==> config.mk <==
export PLATFORM = sky130hd
export DESIGN_NAME = sixteen_bit_serializer
export DESIGN_NICKNAME = d
export VERILOG_FILES = /design/src/rtl/sixteen_bit_serializer.sv
export SDC_FILE = /design/constraint.sdc
export NUM_CORES = 1
export LEC_CHECK = 0
export BUFFER_PORTS_ARGS = -buffer_cell sky130_fd_sc_hd__buf_2
export CORE_UTILIZATION = 52
export CTS_CLUSTER_DIAMETER = 60
export DETAILED_ROUTE_END_ITERATION = 12
export PLACE_DENSITY = 0.86
export RECOVER_POWER = 25
export SLEW_MARGIN = 0
export SYNTH_ARGS = -nofsm -noshare
export SYNTH_HDL_FRONTEND = slang
export SYNTH_SLANG_ARGS = --single-unit
==> constraint.sdc <==
create_clock -name clk -period 2.5 [get_ports clk]
set_clock_uncertainty 0.2 [all_clocks]
set_input_delay 0.125 -clock clk [delete_from_list [all_inputs] [get_ports clk]]
set_output_delay 0.125 -clock clk [all_outputs]
set_load 0.05 [all_outputs]
==> src/rtl/sixteen_bit_serializer.sv <==
// LSB-first 16-bit parallel-to-serial converter with valid/ready handshakes on
// both sides and a one-cycle completion pulse.
module sixteen_bit_serializer (
  input  logic        clk,
  input  logic        rst,
  input  logic [15:0] in,
  input  logic        in_valid,
  output logic        in_ready,
  output logic        sout,
  output logic        sout_valid,
  input  logic        sout_ready,
  output logic        last,
  output logic        done,
  output logic        busy
);

  typedef enum logic [1:0] {
    IDLE,
    SHIFT,
    DONE
  } state_t;

  state_t      state_q, state_d;
  logic [15:0] sreg_q, sreg_d;
  logic [3:0]  cnt_q, cnt_d;

  logic in_ready_q;
  logic sout_q;
  logic sout_valid_q;
  logic last_q;
  logic done_q;
  logic busy_q;

  always_comb begin
    state_d = state_q;
    sreg_d  = sreg_q;
    cnt_d   = cnt_q;
    case (state_q)
      IDLE: begin
        if (in_valid) begin
          sreg_d  = in;
          cnt_d   = '0;
          state_d = SHIFT;
        end
      end
      SHIFT: begin
        if (sout_ready) begin
          sreg_d = {1'b0, sreg_q[15:1]};
          // Counter parks at 15 on the final bit instead of wrapping.
          if (cnt_q == 4'd15) begin
            state_d = DONE;
          end else begin
            cnt_d = cnt_q + 4'd1;
          end
        end
      end
      DONE: begin
        state_d = IDLE;
      end
      default: begin
        state_d = IDLE;
      end
    endcase
  end

  // Outputs are registered from next-state so they line up with state_q.
  always_ff @(posedge clk or posedge rst) begin
    if (rst) begin
      state_q      <= IDLE;
      sreg_q       <= '0;
      cnt_q        <= '0;
      in_ready_q   <= 1'b1;
      sout_q       <= 1'b0;
      sout_valid_q <= 1'b0;
      last_q       <= 1'b0;
      done_q       <= 1'b0;
      busy_q       <= 1'b0;
    end else begin
      state_q      <= state_d;
      sreg_q       <= sreg_d;
      cnt_q        <= cnt_d;
      in_ready_q   <= (state_d == IDLE);
      sout_q       <= (state_d == SHIFT) & sreg_d[0];
      sout_valid_q <= (state_d == SHIFT);
      last_q       <= (state_d == SHIFT) && (cnt_d == 4'd15);
      done_q       <= (state_d == DONE);
      busy_q       <= (state_d != IDLE);
    end
  end

  assign in_ready   = in_ready_q;
  assign sout       = sout_q;
  assign sout_valid = sout_valid_q;
  assign last       = last_q;
  assign done       = done_q;
  assign busy       = busy_q;

endmodule

# After elaboration in Yosys (flattened, before gate mapping)
# Cells that the tools add are included.
dict set report totals {
  inputBits 20
  out_inout_bits 6
  reg_bits 28
  wordCells 36
}
dict set report op_classes {
  addsub 1
  n_eq_ne 7
  bitwise_logic 1
  n_reduce_logical 6
  n_mux 11
}
# operator count
set ops {}
lappend ops {{16-bit two-way mux} 2}
lappend ops {{16-bit one-hot mux with 2 select lines} 1}
lappend ops {{4-bit two-way mux} 3}
lappend ops {{4-bit == test (second input constant)} 2}
lappend ops {{4-bit one-hot mux with 2 select lines} 1}
lappend ops {{2-bit two-way mux} 3}
lappend ops {{4-bit by 1-bit adder with 4-bit output (second input constant)} 1}
lappend ops {{2-bit by 1-bit == test with 1-bit output (second input constant)} 2}
lappend ops {{2-bit zero test} 2}
lappend ops {{2-bit != test (second input constant)} 2}
lappend ops {{2-bit one-hot mux with 2 select lines} 1}
lappend ops {{2-bit nonzero test} 2}
lappend ops {{3-bit AND reduction} 1}
lappend ops {{2-bit == test (second input constant)} 1}
lappend ops {{1-bit AND} 1}
lappend ops {{1-bit logical AND} 1}

# Longest topological paths before layout
dict set report depth {
  ltp_word 6
  ltp_mapped 6
  depth_no_buf 5
}

# Worst setup path after synthesis
# OpenSTA, ideal clock, no wires.
dict set report synth_path {
  path_kind {flip-flop to flip-flop}
  from {register cnt_q[0]}
  to {register last_q, in the netlist last}
  required_ns 2.180
  path_slack_ns 0.778
  arrival_ns 1.402
  period_less_slack_ns 1.722
  n_path_buf 0
  setup_ns 0.120
  stages_incl_launch_ff 6
  cell_sequence {dfrtp_1 -> ha_1 -> and4_1 -> and2_1 -> a211o_1 -> and4_1}
}
dict set report synth_between {
  elab_chain_len 6
  elab_cells_between_ends 12
  cone_classes {add/sub (1); eq/ne (3); mux (7); reduce/logical (1)}
}
# item line_no
set synth_rtl {}
lappend synth_rtl {{from (decl)} 25} ;# logic [3:0] cnt_q, cnt_d;
lappend synth_rtl {{from (signal assigned)} 81} ;# cnt_q <= cnt_d;
lappend synth_rtl {{4-bit == test} 50} ;# if (cnt_q == 4'd15) begin
lappend synth_rtl {{2-bit two-way mux} 50}
lappend synth_rtl {{2-bit two-way mux} 47} ;# if (sout_ready) begin
lappend synth_rtl {{2-bit one-hot mux with 2 select lines} 38} ;# case (state_q)
lappend synth_rtl {{via state_d[1]} 23} ;# state_t state_q, state_d;
lappend synth_rtl {{2-bit by 1-bit == test with 1-bit output} 85} ;# last_q <= (state_d == SHIFT) && (cnt_d == 4'd15);
lappend synth_rtl {{1-bit logical AND} 85}
lappend synth_rtl {{to (signal assigned)} 85}
lappend synth_rtl {{to (decl)} 30} ;# logic last_q;
# The timed path passes the listed nets, and every way through them passes these cells.
# A chain may end at the register's enable or synchronous reset.

# Final worst setup path
dict set report layout_path {
  from {register state_q[0]}
  to {register last_q, in the netlist last}
}
dict set report layout_between {
  elab_cells_between_ends 10
  cone_classes {eq/ne (3); mux (5); reduce/logical (2)}
}
# item line_no
set layout_rtl {}
lappend layout_rtl {{from (decl)} 23}
lappend layout_rtl {{from (signal assigned)} 79} ;# state_q <= state_d;
lappend layout_rtl {{2-bit by 1-bit == test with 1-bit output or 2-bit zero test (tied branches)} 38}
lappend layout_rtl {{4-bit one-hot mux with 2 select lines (*)} 38}
lappend layout_rtl {{via cnt_d[3]} 25}
lappend layout_rtl {{4-bit == test (*)} 85}
lappend layout_rtl {{1-bit logical AND (*)} 85}
# The timed path passes the listed nets; every way through them passes the cells marked *.

==> metrics.md <==
| Metric | Value |
|---|---|
| Worst Reg-to-Reg Cells | `5` |
| Syn. warnings | `0` |
| Worst EP arrival | `2200 ps` |
| Worst-Margin Slew | `1450 ps` |
| Setup slack, reg-to-reg | `380 ps` |
| Min Tclk post-route | `2120 ps` |
| CTS Buf Count | `3` |
| Outcome | `complete, no violations` |
| Slew Viols, Final | `0` |
| Share of the synthesized area in the top cell type | `0.556` |
| GRT Residual Overflow | `0` |
| Worst setup EP type | `flop` |
| RR Endpoint | `last` |
| Post-Route WL | `2940 microns` |
| Post-CTS sizing | `0` |
| Worst vdd ir | `735 uV` |
| Final RePlAce weighted congestion | `0.825` |
| CTS Sinks | `28` |
| Cells after synthesis | `100` |
| Placed insts | `151` |
| Max FO, Critical Path | `10` |
| Final core area utilization | `0.713` |
| Setup TNS | `0 ps` |
| Max cap viols | `0` |
| Netlist Area Pre-Place | `0.00121 sq mm` |
| Antenna viol nets, final | `0` |
| # rows | `17` |
| GRT Util Overall | `0.261` |
| Initial antenna violation count | `0` |
| H-Tree Level Count | `1` |
| Vias in the first global route | `1081` |
| Initial core utilization | `0.549` |
| Core area | `0.00221 sq mm` |
| PD cells | `1020 mW/mm^2` |
| Unique masters post-synth | `32` |
| Final period util | `0.849` |
| Fill count | `161` |
| First-pass GRT wire length | `4770 microns` |
| Syn-to-layout area delta | `29.9%` |
| DR iter-0 viols | `83` |
| Commonest non-fill, non-tap cell in the layout | `dfrtp_1` |
| RR Startpoint | `state_q[0]` |
| Die area | `0.00253 sq mm` |
| Die Span Y | `50.3 microns` |
| Max Root-Sink Buffers | `2` |
| Post-synthesis sequential area ratio | `0.578` |
| Detailed-route via count | `1014` |
| Fmax | `0.471 GHz` |
| Slew Limit Headroom | `0.0318` |
| Setup-failing EPs final | `0` |
| RSZ-0062 raised after global routing | `false` |
| Residual DRC | `0` |
| Clk Latency, worst-skew pair | `330 ps` |
| Die X | `50.3 microns` |
| Mapped Nets | `121` |
| Via/cell ratio | `5.86` |
| Area leader, netlist | `dfrtp_1` |
| Top-Level Pins | `26` |
| Detailed Place HPWL | `1880 microns` |
| Async S/R FF share, synth | `1.00` |
| Lkg Pwr | `0.000836 uW` |
| Startpoint Class | `flop` |
| CP startpoint | `state_q[0]` |
| IO buf count | `25` |
| Post-synth EDFFs | `0` |
| Synthesized flop and latch total | `28` |
| Setup crit end | `last` |
| Syn Area/Cell | `12.1 sq um` |
| Final nets | `167` |
| Clock transition at path regs | `140 ps` |
| Endpoints failing hold | `0` |
| Crit path kind | `flop to flop` |
| WHS | `33.6 ps` |
| Drt wl/cell | `17.0 microns` |
| Clock root buffer | `clkbuf_4` |
| Share of layout cells above drive strength 1 | `0.241` |
| CTS tree | `yes` |
| Layout Cells excl Fill | `173` |
| Largest cells by area after synthesis | `dfrtp_1, a222oi_1, inv_1` |
| HP Class | `primary input to flop` |
| Initial DRT Pass Iterations | `7` |
| Antenna cells | `0` |
| Most frequent cells in the layout | `dfrtp_1, buf_2, inv_1, dlygate4sd3_1, a222oi_1` |
| Largest net degree at the start of global routing | `29` |
| Synth Flop Type | `dfrtp_1` |
| Critical Path RT | `2580 ps` |
## cell type report
type | instances | area, sq um | area share
Clock buffer | 4 | 36.3 | 0.0230
Inverter | 18 | 67.6 | 0.0428
Multi-Input combinational cell | 49 | 413 | 0.262
Sequential cell | 28 | 702 | 0.445
Tap cell | 28 | 35.0 | 0.0222
Timing Repair Buffer | 46 | 324 | 0.205
## flip-flops by register name, indices dropped and copies added, names as in the netlist
| register | count |
|---|---|
| sreg_q | 16 |
| cnt_q | 4 |
| state_q | 2 |
| busy | 1 |
| done | 1 |
| in_ready | 1 |
| last | 1 |
| sout | 1 |
| sout_valid | 1 |
## what timing repair did
item                       4_1_cts  5_1_grt
buffers inserted                 0        0
setup endpoints to repair        0        0
hold endpoints to repair        48        0
hold buffers                    18        0
## through the flow
| stage | power [uW] | worst slack (ps) | instance area (sq um) |
|---|---|---|---|
| floorplan | 1200 | 778 | 1210 |
| global placement | 1300 | 577 | 1370 |
| detailed placement | 1360 | 437 | 1370 |
| CTS | 1600 | 416 | 1580 |
| global route | 1710 | 300 | 1580 |
| finish | 1620 | 378 | 1580 |
## synthesized netlist by cell type (2+ instances only)
cell / instances
dfrtp_1: 27
inv_1: 18
nor2b_1: 3
a21oi_1: 2
buf_2: 2
a222oi_1: 14
nand2_1: 3
a21o_1: 2
and2_1: 3
and4_1: 2
nand3_1: 3
## worst min path at each step
stage	from	to	slack (ps)	cells after the start
floorplan	rst	busy	-10	1
global route	sout_ready	cnt_q[2]	90	4
detailed placement	rst	sreg_q[5]	5	3
global placement	rst	sreg_q[5]	-7	3
finish	sout_ready	cnt_q[2]	30	4
CTS	sout_ready	cnt_q[2]	20	4
## where the power goes
group / switching [uW] / internal [uW] / total (uW)
clock: 130 / 89.3 / 220
sequential: 143 / 618 / 761
combinational: 373 / 262 / 635
## cells by family (layout without fill, tap and decap cells)
kind of cell	Yosys count	count (layout)	synth area share
AOI/OAI and AO/OA	25	25	0.188
muxes	3	3	0.0268
adders and majority gates	1	1	0.0103
and+or+nand+nor	20	20	0.114
buffers and inverters	23	68	0.0824
DFF	28	28	0.578
## layer usage
layer | up-vias | global-route usage | wire length (microns)
li1 | 460 | - | -
met5 | - | 0 | 0
met3 | 7 | 0.0697 | 165
met1 | 491 | 0.287 | 1180
met2 | 56 | 0.460 | 1540
met4 | 0 | 0.130 | 53
## worst max-delay path: stages (launching register included)
cell,delay (ps)
dfrtp_1,570
and3b_1,470
buf_4,230
nor3b_1,230
a211o_1,160
and4_1,210
No activity file was read; power rests on OpenSTA's default activity.
